<file path="config.mk">
export PLATFORM = sky130hd
export DESIGN_NAME = lwe_inner_product_acc
export DESIGN_NICKNAME = d
export VERILOG_FILES = /design/src/rtl/lwe_inner_product_acc.sv
export SDC_FILE = /design/constraint.sdc
export NUM_CORES = 1
export LEC_CHECK = 0
export ABC_AREA = 1
export CAP_MARGIN = 20
export CORE_MARGIN = 3
export CORE_UTILIZATION = 60
export CTS_CLUSTER_SIZE = 40
export DETAILED_ROUTE_END_ITERATION = 12
export DONT_BUFFER_PORTS = 1
export GPL_TIMING_DRIVEN = 0
export PLACE_DENSITY = 0.81
export SLEW_MARGIN = 20
export SYNTH_ARGS = -nofsm -noshare
export SYNTH_HDL_FRONTEND = slang
export SYNTH_SLANG_ARGS = --single-unit
</file>
<file path="constraint.sdc">
create_clock -name clk -period 9.1 [get_ports clk]
set_input_delay 1.365 -clock clk [delete_from_list [all_inputs] [get_ports clk]]
set_output_delay 1.365 -clock clk [all_outputs]
set_load 0.02 [all_outputs]
</file>
<file path="src/rtl/lwe_inner_product_acc.sv">
// lwe_inner_product_acc
//   Computes one LWE ciphertext body b = <a,s> + e + m*floor(q/2), wrapping
//   at 2^N. DIM coefficient pairs arrive over a valid/ready stream. Each pair
//   is multiplied with a sequential shift-add multiplier (IN_W cycles) and
//   accumulated. The error and message terms are added in one final cycle.
//
// Handshakes: a transfer happens at a rising clk edge where valid && ready.
//   Ready never depends combinationally on valid. The producer holds its
//   payload stable while valid is high and ready is low.
//
// Ports
//   clk, rst          rising-edge clock, asynchronous active-high reset
//   start             begin an operation (only looked at in IDLE)
//   err_in/msg_in/q_half  e, m and floor(q/2), latched with start
//   a_in/s_in         coefficient pair, qualified by in_valid / in_ready
//   sum_out           N-bit wrapped result, qualified by out_valid / out_ready
//   overflow          sticky: some addition carried out of N bits
//   busy              high whenever the block is not IDLE
module lwe_inner_product_acc #(
  parameter int N    = 32,
  parameter int IN_W = 16,
  parameter int DIM  = 8
) (
  input  logic            clk,
  input  logic            rst,
  input  logic            start,
  input  logic [N-1:0]    err_in,
  input  logic            msg_in,
  input  logic [N-1:0]    q_half,
  input  logic [IN_W-1:0] a_in,
  input  logic [IN_W-1:0] s_in,
  input  logic            in_valid,
  output logic            in_ready,
  output logic [N-1:0]    sum_out,
  output logic            out_valid,
  input  logic            out_ready,
  output logic            overflow,
  output logic            busy
);

  localparam int PW = (DIM > 1) ? $clog2(DIM) : 1;
  localparam int BW = (IN_W > 1) ? $clog2(IN_W) : 1;
  localparam logic [PW-1:0] PAIR_LAST = PW'(DIM - 1);
  localparam logic [BW-1:0] BIT_LAST  = BW'(IN_W - 1);

  typedef enum logic [2:0] {
    S_IDLE      = 3'd0,
    S_ACCEPT    = 3'd1,
    S_MULT      = 3'd2,
    S_ADD_NOISE = 3'd3,
    S_OUTPUT    = 3'd4
  } state_t;

  state_t          state_q, state_d;
  logic [N-1:0]    acc_q, acc_d;
  logic [N-1:0]    mcand_q, mcand_d;
  logic [IN_W-1:0] mplier_q, mplier_d;
  logic [N-1:0]    err_q, err_d;
  logic [N-1:0]    qh_q, qh_d;
  logic            msg_q, msg_d;
  logic            ovf_q, ovf_d;
  logic [PW-1:0]   pair_q, pair_d;
  logic [BW-1:0]   bit_q, bit_d;
  logic [N-1:0]    sum_q, sum_d;

  // One partial-product add per MULT cycle; bit N is the carry-out.
  logic [N:0]   mult_sum;
  // Three-operand add for the noise step; two guard bits catch any carry.
  logic [N+1:0] noise_sum;

  assign mult_sum  = {1'b0, acc_q} + {1'b0, mcand_q};
  assign noise_sum = {2'b00, acc_q} + {2'b00, err_q} + (msg_q ? {2'b00, qh_q} : '0);

  always_ff @(posedge clk or posedge rst) begin
    if (rst) begin
      state_q  <= S_IDLE;
      acc_q    <= '0;
      mcand_q  <= '0;
      mplier_q <= '0;
      err_q    <= '0;
      qh_q     <= '0;
      msg_q    <= 1'b0;
      ovf_q    <= 1'b0;
      pair_q   <= '0;
      bit_q    <= '0;
      sum_q    <= '0;
    end else begin
      state_q  <= state_d;
      acc_q    <= acc_d;
      mcand_q  <= mcand_d;
      mplier_q <= mplier_d;
      err_q    <= err_d;
      qh_q     <= qh_d;
      msg_q    <= msg_d;
      ovf_q    <= ovf_d;
      pair_q   <= pair_d;
      bit_q    <= bit_d;
      sum_q    <= sum_d;
    end
  end

  always_comb begin
    state_d  = state_q;
    acc_d    = acc_q;
    mcand_d  = mcand_q;
    mplier_d = mplier_q;
    err_d    = err_q;
    qh_d     = qh_q;
    msg_d    = msg_q;
    ovf_d    = ovf_q;
    pair_d   = pair_q;
    bit_d    = bit_q;
    sum_d    = sum_q;
    unique case (state_q)
      S_IDLE: begin
        if (start) begin
          err_d   = err_in;
          msg_d   = msg_in;
          qh_d    = q_half;
          acc_d   = '0;
          pair_d  = '0;
          ovf_d   = 1'b0;
          state_d = S_ACCEPT;
        end
      end
      S_ACCEPT: begin
        if (in_valid) begin
          mcand_d  = N'(a_in);
          mplier_d = s_in;
          bit_d    = '0;
          state_d  = S_MULT;
        end
      end
      S_MULT: begin
        if (mplier_q[0]) begin
          acc_d = mult_sum[N-1:0];
          if (mult_sum[N]) ovf_d = 1'b1;
        end
        mcand_d  = mcand_q << 1;
        mplier_d = mplier_q >> 1;
        bit_d    = bit_q + 1'b1;
        // Always IN_W cycles, even when the remaining multiplier bits are zero.
        if (bit_q == BIT_LAST) begin
          if (pair_q == PAIR_LAST) begin
            state_d = S_ADD_NOISE;
          end else begin
            pair_d  = pair_q + 1'b1;
            state_d = S_ACCEPT;
          end
        end
      end
      S_ADD_NOISE: begin
        acc_d   = noise_sum[N-1:0];
        // sum_out is a separate register so it keeps the last result through
        // IDLE and the next operation, while acc is cleared on start.
        sum_d   = noise_sum[N-1:0];
        if (|noise_sum[N+1:N]) ovf_d = 1'b1;
        state_d = S_OUTPUT;
      end
      S_OUTPUT: begin
        if (out_ready) state_d = S_IDLE;
      end
      default: state_d = S_IDLE;
    endcase
  end

  assign in_ready  = (state_q == S_ACCEPT);
  assign out_valid = (state_q == S_OUTPUT);
  assign busy      = (state_q != S_IDLE);
  assign sum_out   = sum_q;
  assign overflow  = ovf_q;

endmodule

</file>
==> impl_metrics.yaml, run 1 <==
floorplan:
  start_util: 0.620
  core-area_mm2: 0.0213
  die_w_um: 154
  ios: 138
  num_rows: 53
  dieArea_mm2: 0.0238
  die_h_um: 154
timing:
  fin_crit_sh: 0.453
  setup_violations: 0
  fin_tns_setup_ps: 0
  clock.fmax_mhz: 243
  tightest_slew_ps: 792
  rsz0062_at_grt: "false"
  skew_ps: 16.8
  slew_headroom: 0.472
  maxSlewViolCount: 0
  hold_viol: 0
  period_minus_slack_ps: 4120
logic_synthesis:
  ys_types: 36
  syn-num-nets: 2049
  synth_top_area_cell: "dfrtp_1"
  async_reset_ff_frac: 1.00
  synth_area_mm2: 0.0132
  synth_top_area_frac: 0.356
  syn_inst: 1847
  ys.flop_type: "dfrtp_1"
  postSynthAreaPerCell_um2: 7.15
  synthTopCellsByArea: "dfrtp_1, nand2_1, inv_1, ha_1, mux2_2"
  ys_seq_elements: 188
  yosysWarnings: 0
  ys_seq_area_frac: 0.356
  synth_edf_count: 0
critical_path:
  cp_max_fo: 10
  cp-start-kind: "flop"
  r2r-end: "acc_q[31]$_DFFE_PP0P_"
  r2r_setup_slack_ps: 4980
  critPathRequiredTime_ps: 9500
  critical_path_class: "reg -> reg"
  reg2reg_depth: 20
  crit_path_end: "acc_q[31]$_DFFE_PP0P_"
  cp-end-kind: "flop"
  reg2reg_from: "msg_q$_DFFE_PP0P_"
  cp.arrival_ps: 4520
  cp-startpoint: "msg_q$_DFFE_PP0P_"
route:
  drt_first_pass_iters: 5
  drt-total-wl_um: 36800
  drt_iter0_markers: 981
  drc_errors: 0
  ant_nets: 0
  viasPerCell: 5.37
  num_vias: 11600
  avgRoutedWirePerCell_um: 17.1
global_route:
  grt_pass1_wl_um: 59000
  antenna_found_initial: 0
  globalRouteOverflowTotal: 0
  grt_max_degree: 111
  grt_usage: 0.315
  grt_pass1_vias: 11300
min_path:
  hold_path_class: "reg -> reg"
  holdPathStages: 1
clock_tree:
  clockBufferDepth: 2
  clk_pin_slew_ps: 90
  post_cts.repair.setup_buffers: 0
  clk_latency_ps: 450
  clock-sinks: 188
  cts_resized: 0
  cts_tree: "done"
  numCtsBuffers: 17
  holdBufCountCts: 0
  htreeDepth: 4
  root_buffer: "clkbuf_16"
cells_and_area:
  seq_area_mm2: 0.00470
  design_area_mm2: 0.0142
  final_nets: 2069
  fillers: 1899
  mostFrequentLayoutCell: "nand2_1"
  multi_input_area_mm2: 0.00710
  area.growth.synth_to_final_pct: 7.56
  drive_above_1_share: 0.0766
  n_antenna_cell: 0
  layout_common_cells: "nand2_1, inv_1, dfrtp_1, nor2_1, nand3_1"
placed_design:
  placedInstanceArea_mm2: 0.0136
  numPortBuffers: 0
  routabilityCongestion: 0.972
  hpwl_um: 29900
power:
  switching_power_w: 0.00339
  p_comb_frac: 0.619
  p_leak_nw: 8.07
  cell_internal_pwr_w: 0.00300
  p_per_area_mw_per_mm2: 450
  seq_power_share: 0.257
  swShare: 0.531
  clockPowerShare: 0.123
  ir_worst_vdd_mv: 0.194
job:
  drv_cap: 0
status:
  status: "complete, no violations"
==> critical path: stages, from the launching register on <==
cell and delay (ps):
dfrtp_1 320, clkbuf_1 250, clkbuf_1 580, nand2_1 170, fa_1 510, inv_1 40
ha_1 240, fa_1 420, nand3_1 110, nand3_1 210, nand2_1 120, nand2_1 100
nand2_1 90, nand2_1 130, nand2_1 120, nand2_1 60, nand2_1 60, nand3_1 260
nand2_1 180, nand2_1 60, nand2_1 60
==> cell usage after synthesis, types with 12 or more instances <==
cell     instances
nor2_1         131
nor3_1          12
o22ai_1         31
mux2_2          64
buf_2           16
a21oi_1         61
ha_1            66
nand2_1        716
a31oi_1         16
inv_1          304
nand3_1         74
dfrtp_1        188
fa_1            34
o21ai_0         46
==> per-layer routing <==
metal | global-route usage | vias to the layer above | wire length [um]
li1 | - | 5783 | -
met1 | 0.428 | 5407 | 16300
met2 | 0.537 | 339 | 17700
met3 | 0.0414 | 38 | 2170
met4 | 0.0795 | 0 | 687
met5 | 0 | - | 0
==> area by class of cell <==
| class | instances | area share |
|---|---|---|
| repair buffers | 1 | 0.00194 |
| inverters | 310 | 0.0825 |
| plain buffers | 42 | 0.0167 |
| multi-input cells | 1307 | 0.500 |
| flip-flops and latches | 188 | 0.331 |
| clock inverters | 15 | 0.0137 |
| well taps | 275 | 0.0242 |
| clock buffers | 17 | 0.0300 |
==> per-stage QoR <==
step | setup WS [ps] | utilization | hold WS [ps] | power [W] | std cells
2_1_floorplan | 2620 | - | 444 | 0.00450 | 1847
3_3_place_gp | 833 | 0.636 | 460 | 0.00543 | 2122
3_5_place_dp | 4980 | 0.638 | 474 | 0.00553 | 2123
4_1_cts | 4970 | 0.667 | 486 | 0.00636 | 2155
5_1_grt | 4690 | 0.667 | 511 | 0.00702 | 2155
6_report | 4980 | 0.667 | 494 | 0.00639 | 2155
==> power groups by stage <==
stage          clock [W]  sequential [W]  combinational [W]
4_1_cts         0.000793         0.00164            0.00392
6_report        0.000788         0.00164            0.00396
5_1_grt         0.000826         0.00169            0.00451
3_5_place_dp           0         0.00165            0.00388
2_1_floorplan          0         0.00153            0.00297
3_3_place_gp           0         0.00164            0.00379
==> kinds of logic (layout without fill, tap and decap cells) <==
logic type / count (synthesis) / in the layout / share of synthesized area
AO/OA/AOI/OAI: 164 / 164 / 0.0688
XOR/XNOR: 9 / 9 / 0.00597
adder cells (fa/ha/maj): 100 / 100 / 0.114
buffers and inverters: 352 / 385 / 0.106
flip-flops: 188 / 188 / 0.356
multiplexers: 64 / 64 / 0.0546
AND/OR/NAND/NOR: 970 / 970 / 0.294
==> state kept, by name (all words and copies together), names as in the netlist <==
register,count
err_q,32
qh_q,32
bit_q,4
sum_out,32
pair_q,3
acc_q,32
state_q,3
mplier_q,16
overflow,1
mcand_q,32
msg_q,1
==> how the worst min path moves through the flow <==
stage                         start                    to
3_3_place_gp   bit_q[3]$_DFFE_PP0P_  bit_q[3]$_DFFE_PP0P_
6_report       bit_q[3]$_DFFE_PP0P_  bit_q[3]$_DFFE_PP0P_
4_1_cts        bit_q[3]$_DFFE_PP0P_  bit_q[3]$_DFFE_PP0P_
3_5_place_dp   bit_q[3]$_DFFE_PP0P_  bit_q[3]$_DFFE_PP0P_
5_1_grt        bit_q[3]$_DFFE_PP0P_  bit_q[3]$_DFFE_PP0P_
2_1_floorplan  bit_q[3]$_DFFE_PP0P_  bit_q[3]$_DFFE_PP0P_
Note: power is estimated with default switching activity, not from simulation.
==> run 2: changes to the inputs <==
==> constraint.sdc (replaced) <==
create_clock -name clk -period 4 [get_ports clk]
set_input_delay 0.6 -clock clk [delete_from_list [all_inputs] [get_ports clk]]
set_output_delay 0.6 -clock clk [all_outputs]
set_load 0.02 [all_outputs]
==> run 2 against run 1 <==
Net effect:
- via count is 0.57% higher
- routed wire length is 0.14% higher
- hold slack worse by 480 ps
- clock power is 120% higher
- sequential power is 130% higher
- sequential share of layout area is 0.21 points lower
- non-clock buffer count is 5 higher
- clock skew is 3.0 ps lower
- critical path depth stayed put
- clock-buffer cell count stayed put
- highest routed layer unchanged
==> impl_metrics.yaml, run 2 (synthesis results as in run 1) <==
timing:
  period_minus_slack_ps: 3750
  clock.fmax_mhz: 266
  slew_headroom: 0.420
  rsz0062_at_grt: "false"
  skew_ps: 13.8
  setup_violations: 0
  maxSlewViolCount: 0
  fin_crit_sh: 0.938
  tightest_slew_ps: 871
  hold_viol: 0
critical_path:
  slowest_delay_ps: 490
  cp.arrival_ps: 4140
  r2r_setup_slack_ps: 250
  crit_path_end: "acc_q[31]$_DFFE_PP0P_"
  cp-start-kind: "flop"
  cp_max_fo: 10
  cp-startpoint: "msg_q$_DFFE_PP0P_"
  critPathRequiredTime_ps: 4390
  reg2reg_depth: 20
  path_cells: "clkbuf_1, clkbuf_4, nand2_1, fa_1, inv_1, ha_1, fa_1, nand3_1, nand3_1, nand2_1, nand2_1, nand2_1, nand2_1, nand2_1, nand2_1, nand2_1, nand3_1, nand2_1, nand2_1, nand2_1"
  reg2reg_from: "msg_q$_DFFE_PP0P_"
  cpMostUsedCell: "nand2_1"
  cpMaxStageDelayCell: "fa_1"
  critical_path_class: "reg -> reg"
  cp-end-kind: "flop"
  r2r-end: "acc_q[31]$_DFFE_PP0P_"
route:
  drt_first_pass_iters: 5
  num_vias: 11600
  drt-total-wl_um: 36900
  viasPerCell: 5.39
  drt_iter0_markers: 841
  ant_nets: 0
  drc_errors: 0
  avgRoutedWirePerCell_um: 17.1
global_route:
  antenna_found_initial: 0
  grt_pass1_wl_um: 59100
  globalRouteOverflowTotal: 0
  grt_usage: 0.316
  grt_pass1_vias: 11500
  grt_max_degree: 36
status:
  status: "complete, no violations"
clock_tree:
  clk_pin_slew_ps: 90
  cts_tree: "done"
  root_buffer: "clkbuf_16"
  clk_latency_ps: 450
  numCtsBuffers: 17
  holdBufCountCts: 0
  clock-sinks: 188
  htreeDepth: 4
  clockBufferDepth: 2
  post_cts.repair.setup_buffers: 0
power:
  p_per_area_mw_per_mm2: 1020
  ir_worst_vdd_mv: 0.447
  switching_power_w: 0.00772
  cell_internal_pwr_w: 0.00682
  seq_power_share: 0.257
  swShare: 0.531
  p_leak_nw: 8.11
  clockPowerShare: 0.121
  p_comb_frac: 0.622
cells_and_area:
  layout_common_cells: "nand2_1, inv_1, dfrtp_1, nor2_1, nand3_1"
  mostFrequentLayoutCell: "nand2_1"
  design_area_mm2: 0.0143
  finalNonFillerCells: 2160
  final_nets: 2074
  drive_above_1_share: 0.0796
  n_antenna_cell: 0
  area.growth.synth_to_final_pct: 8.26
floorplan:
  num_rows: 53
  ios: 138
  core-area_mm2: 0.0213
  die_w_um: 154
  start_util: 0.620
  die_h_um: 154
  dieArea_mm2: 0.0238
placed_design:
  routabilityCongestion: 0.983
  placedInstanceArea_mm2: 0.0137
  numPortBuffers: 0
  post-place-cells: 2128
  hpwl_um: 30300
min_path:
  hold_path_class: "in -> async"
job:
  drv_cap: 0
run 2: power by group through the flow:
stage               clock, W  sequential (W)  combinational (W)
finish               0.00176         0.00374            0.00904
global route         0.00185         0.00384             0.0103
CTS                  0.00177         0.00373            0.00895
detailed placement         0         0.00375            0.00886
global placement           0         0.00373            0.00865
floorplan                  0         0.00347            0.00676
run 2: worst min-delay path by stage:
stage	end	slack [ps]	cells past startpoint
final	bit_q[3]$_DFFE_PP0P_	10	1
after global placement	bit_q[3]$_DFFE_PP0P_	460	1
after floorplan	bit_q[3]$_DFFE_PP0P_	440	1
after CTS	bit_q[3]$_DFFE_PP0P_	10	1
after detailed placement	mplier_q[15]$_DFFE_PP0P_	480	1
after global routing	bit_q[3]$_DFFE_PP0P_	20	1
run 2: worst max-delay path, delay by kind of cell (launching register included):
family                   cells  cell delay, ps
flip-flops                   1             320
buffers and inverters        3             600
adder cells (fa/ha/maj)      3            1150
AND/OR/NAND/NOR             14            1620
run 2: timing repair:
action / CTS / global route
endpoints found under the hold margin: 0 / 0
endpoints found under the setup margin: 3 / 2
gates resized for setup: 1 / 2
cloned: 0 / 0
run 2: cell type report:
type                            count  area (um^2)
Multi-Input combinational cell   1307         7100
Clock buffer                       17          425
Tap cell                          275          344
Fill cell                        1836         7000
Buffer                             42          241
Sequential cell                   188         4700
Timing Repair Buffer                6          128
Inverter                          310         1170
Clock inverter                     15          185
run 2: stage by stage:
step / util / power (W) / hold WS [ps] / setup WS, ps / setup TNS [ps]
5_1_grt: 0.671 / 0.0160 / 22.7 / 0.0626 / 0
3_3_place_gp: 0.637 / 0.0124 / 463 / -30.4 / -30.4
3_5_place_dp: 0.643 / 0.0126 / 483 / -101 / -117
2_1_floorplan: - / 0.0102 / 444 / 980 / 0
6_report: 0.671 / 0.0145 / 12.0 / 247 / 0
4_1_cts: 0.671 / 0.0145 / 9.99 / 148 / 0
run 2: layer usage:
metal,GRT usage,part of all wire
met1,0.425,0.45
met2,0.520,0.46
met3,0.0610,0.062
met4,0.0963,0.028
met5,0,0
==> run 3: changes to the inputs <==
--- a/config.mk
+++ b/config.mk
@@ -7,13 +7,15 @@
 export LEC_CHECK = 0
 export ABC_AREA = 1
 export CAP_MARGIN = 20
+export CELL_PAD_IN_SITES_DETAIL_PLACEMENT = 2
+export CELL_PAD_IN_SITES_GLOBAL_PLACEMENT = 2
 export CORE_MARGIN = 3
-export CORE_UTILIZATION = 60
+export CORE_UTILIZATION = 37
 export CTS_CLUSTER_SIZE = 40
 export DETAILED_ROUTE_END_ITERATION = 12
 export DONT_BUFFER_PORTS = 1
 export GPL_TIMING_DRIVEN = 0
-export PLACE_DENSITY = 0.81
+export PLACE_DENSITY = 0.86
 export SLEW_MARGIN = 20
 export SYNTH_ARGS = -nofsm -noshare
 export SYNTH_HDL_FRONTEND = slang
==> run 3 against run 2 <==
Net effect:
- global-route usage shrank 5.1 points
- setup slack gained 1.2 ps
- sequential power rose by 2%
- largest cell class unchanged
- power is 6.1% higher
- first-iteration DRC count fell by 48%
- register-to-register slack barely moved
- critical path type unchanged
- utilization is 26 points lower
- via count rose by 4.5%
==> impl_metrics.yaml, run 3 (synthesis results as in run 1) <==
route:
  viasPerCell: 5.20
  avgRoutedWirePerCell_um: 21.5
  num_vias: 12200
  ant_nets: 0
  drt-total-wl_um: 50200
  drt_iter0_markers: 434
  drc_errors: 0
  drt_first_pass_iters: 4
critical_path:
  cp_max_fo: 10
  cp-end-kind: "flop"
  cp-start-kind: "flop"
  cp.arrival_ps: 4110
  critical_path_class: "reg -> reg"
  critPathRequiredTime_ps: 4350
floorplan:
  dieArea_mm2: 0.0380
  core-area_mm2: 0.0349
  die_h_um: 195
  die_w_um: 195
  ios: 138
  num_rows: 68
  start_util: 0.378
timing:
  clock.fmax_mhz: 267
  slew_headroom: 0.381
  maxSlewViolCount: 0
  fin_tns_setup_ps: 0
  worst_hold_slack_ps: 7.16
  skew_ps: 17.6
  hold_viol: 0
  rsz0062_at_grt: "false"
  period_minus_slack_ps: 3750
  tightest_slew_ps: 928
  fin_crit_sh: 0.938
  setup_violations: 0
cells_and_area:
  mostFrequentLayoutCell: "nand2_1"
  fillers: 4243
  n_antenna_cell: 0
  final_nets: 2074
  drive_above_1_share: 0.0806
  area.growth.synth_to_final_pct: 9.65
  design_area_mm2: 0.0145
  layout_common_cells: "nand2_1, inv_1, dfrtp_1, nor2_1, nand3_1"
status:
  status: "complete, no violations"
placed_design:
  routabilityCongestion: 0.916
  numPortBuffers: 0
  placedInstanceArea_mm2: 0.0139
  hpwl_um: 42000
global_route:
  grt_pass1_wl_um: 77900
  globalRouteOverflowTotal: 0
  grt_usage: 0.264
  grt_pass1_vias: 13900
  antenna_found_initial: 0
  grt_max_degree: 35
clock_tree:
  htreeDepth: 4
  post_cts.repair.setup_buffers: 0
  clock-sinks: 188
  root_buffer: "clkbuf_16"
  clk_latency_ps: 470
  numCtsBuffers: 17
  clk_pin_slew_ps: 90
  clockBufferDepth: 2
  cts_tree: "done"
job:
  drv_cap: 0
power:
  ir_worst_vdd_mv: 0.397
  clockPowerShare: 0.112
  p_per_area_mw_per_mm2: 1070
  p_leak_nw: 8.09
  p_comb_frac: 0.641
  swShare: 0.556
  switching_power_w: 0.00857
  cell_internal_pwr_w: 0.00684
  seq_power_share: 0.248
min_path:
  hold_path_class: "in -> async"
-- run 3: power groups by stage --
stage | logic [W] | registers, W | clock network (W)
after global routing | 0.0111 | 0.00393 | 0.00185
after CTS | 0.00989 | 0.00383 | 0.00177
after global placement | 0.00900 | 0.00378 | 0
final | 0.00988 | 0.00382 | 0.00172
after detailed placement | 0.00970 | 0.00386 | 0
after floorplan | 0.00676 | 0.00347 | 0
-- run 3: layout make-up --
cell class	count	area [um^2]	share of cell area
plain buffers	42	244	0.0169
clock buffers	17	425	0.0294
clock inverters	15	149	0.0103
inverters	310	1170	0.0806
multi-input cells	1307	7100	0.490
flip-flops and latches	188	4700	0.325
well taps	455	569	0.0393
repair buffers	6	120	0.00830
-- run 3: timing repair --
action / in CTS / in global routing
gates resized for setup: 3 / 7
hold buffers: 0 / 0
setup endpoints to repair: 25 / 19
-- run 3: per-stage QoR --
stage | utilization | instances | setup WS (ps) | power (W)
detailed placement | 0.398 | 2308 | -344 | 0.0136
finish | 0.415 | 2340 | 248 | 0.0154
global placement | 0.395 | 2302 | -169 | 0.0128
floorplan | - | 1847 | 980 | 0.0102
global route | 0.415 | 2340 | 11.2 | 0.0168
CTS | 0.415 | 2340 | 56.1 | 0.0155
-- run 3: worst max-delay path, cell delays in order (launching register included) --
cell	delay (ps)
dfrtp_1	330
clkbuf_1	250
buf_4	300
nand2_1	110
fa_1	490
inv_1	40
ha_1	250
fa_1	440
nand3_1	130
nand3_1	210
nand2_1	120
nand2_1	110
nand2_1	100
nand2_1	150
o21ai_1	370
nand2_1	100
nand2_1	80
nand2_1	60
-- run 3: final timing paths --
check	from	end	slack [ps]	depth (start not counted)
setup / recovery	msg_q$_DFFE_PP0P_	acc_q[15]$_DFFE_PP0P_	250	17
hold / removal	rst	mcand_q[14]$_DFFE_PP0P_	7	1
setup reg to reg	msg_q$_DFFE_PP0P_	acc_q[15]$_DFFE_PP0P_	250	17
hold reg to reg	mcand_q[31]$_DFFE_PP0P_	mcand_q[31]$_DFFE_PP0P_	500	2
max in group asynchronous	rst	err_q[22]$_DFFE_PP0P_	2980	4
min in group clk	err_in[1]	err_q[1]$_DFFE_PP0P_	270	2
-- run 3: routing by layer --
layer  track usage  up-vias  share of wire
met1         0.316     6123           0.42
met2         0.479      190           0.51
li1              -     5771              -
met5             0        -              0
met3        0.0473       76          0.036
met4        0.0900        0          0.034
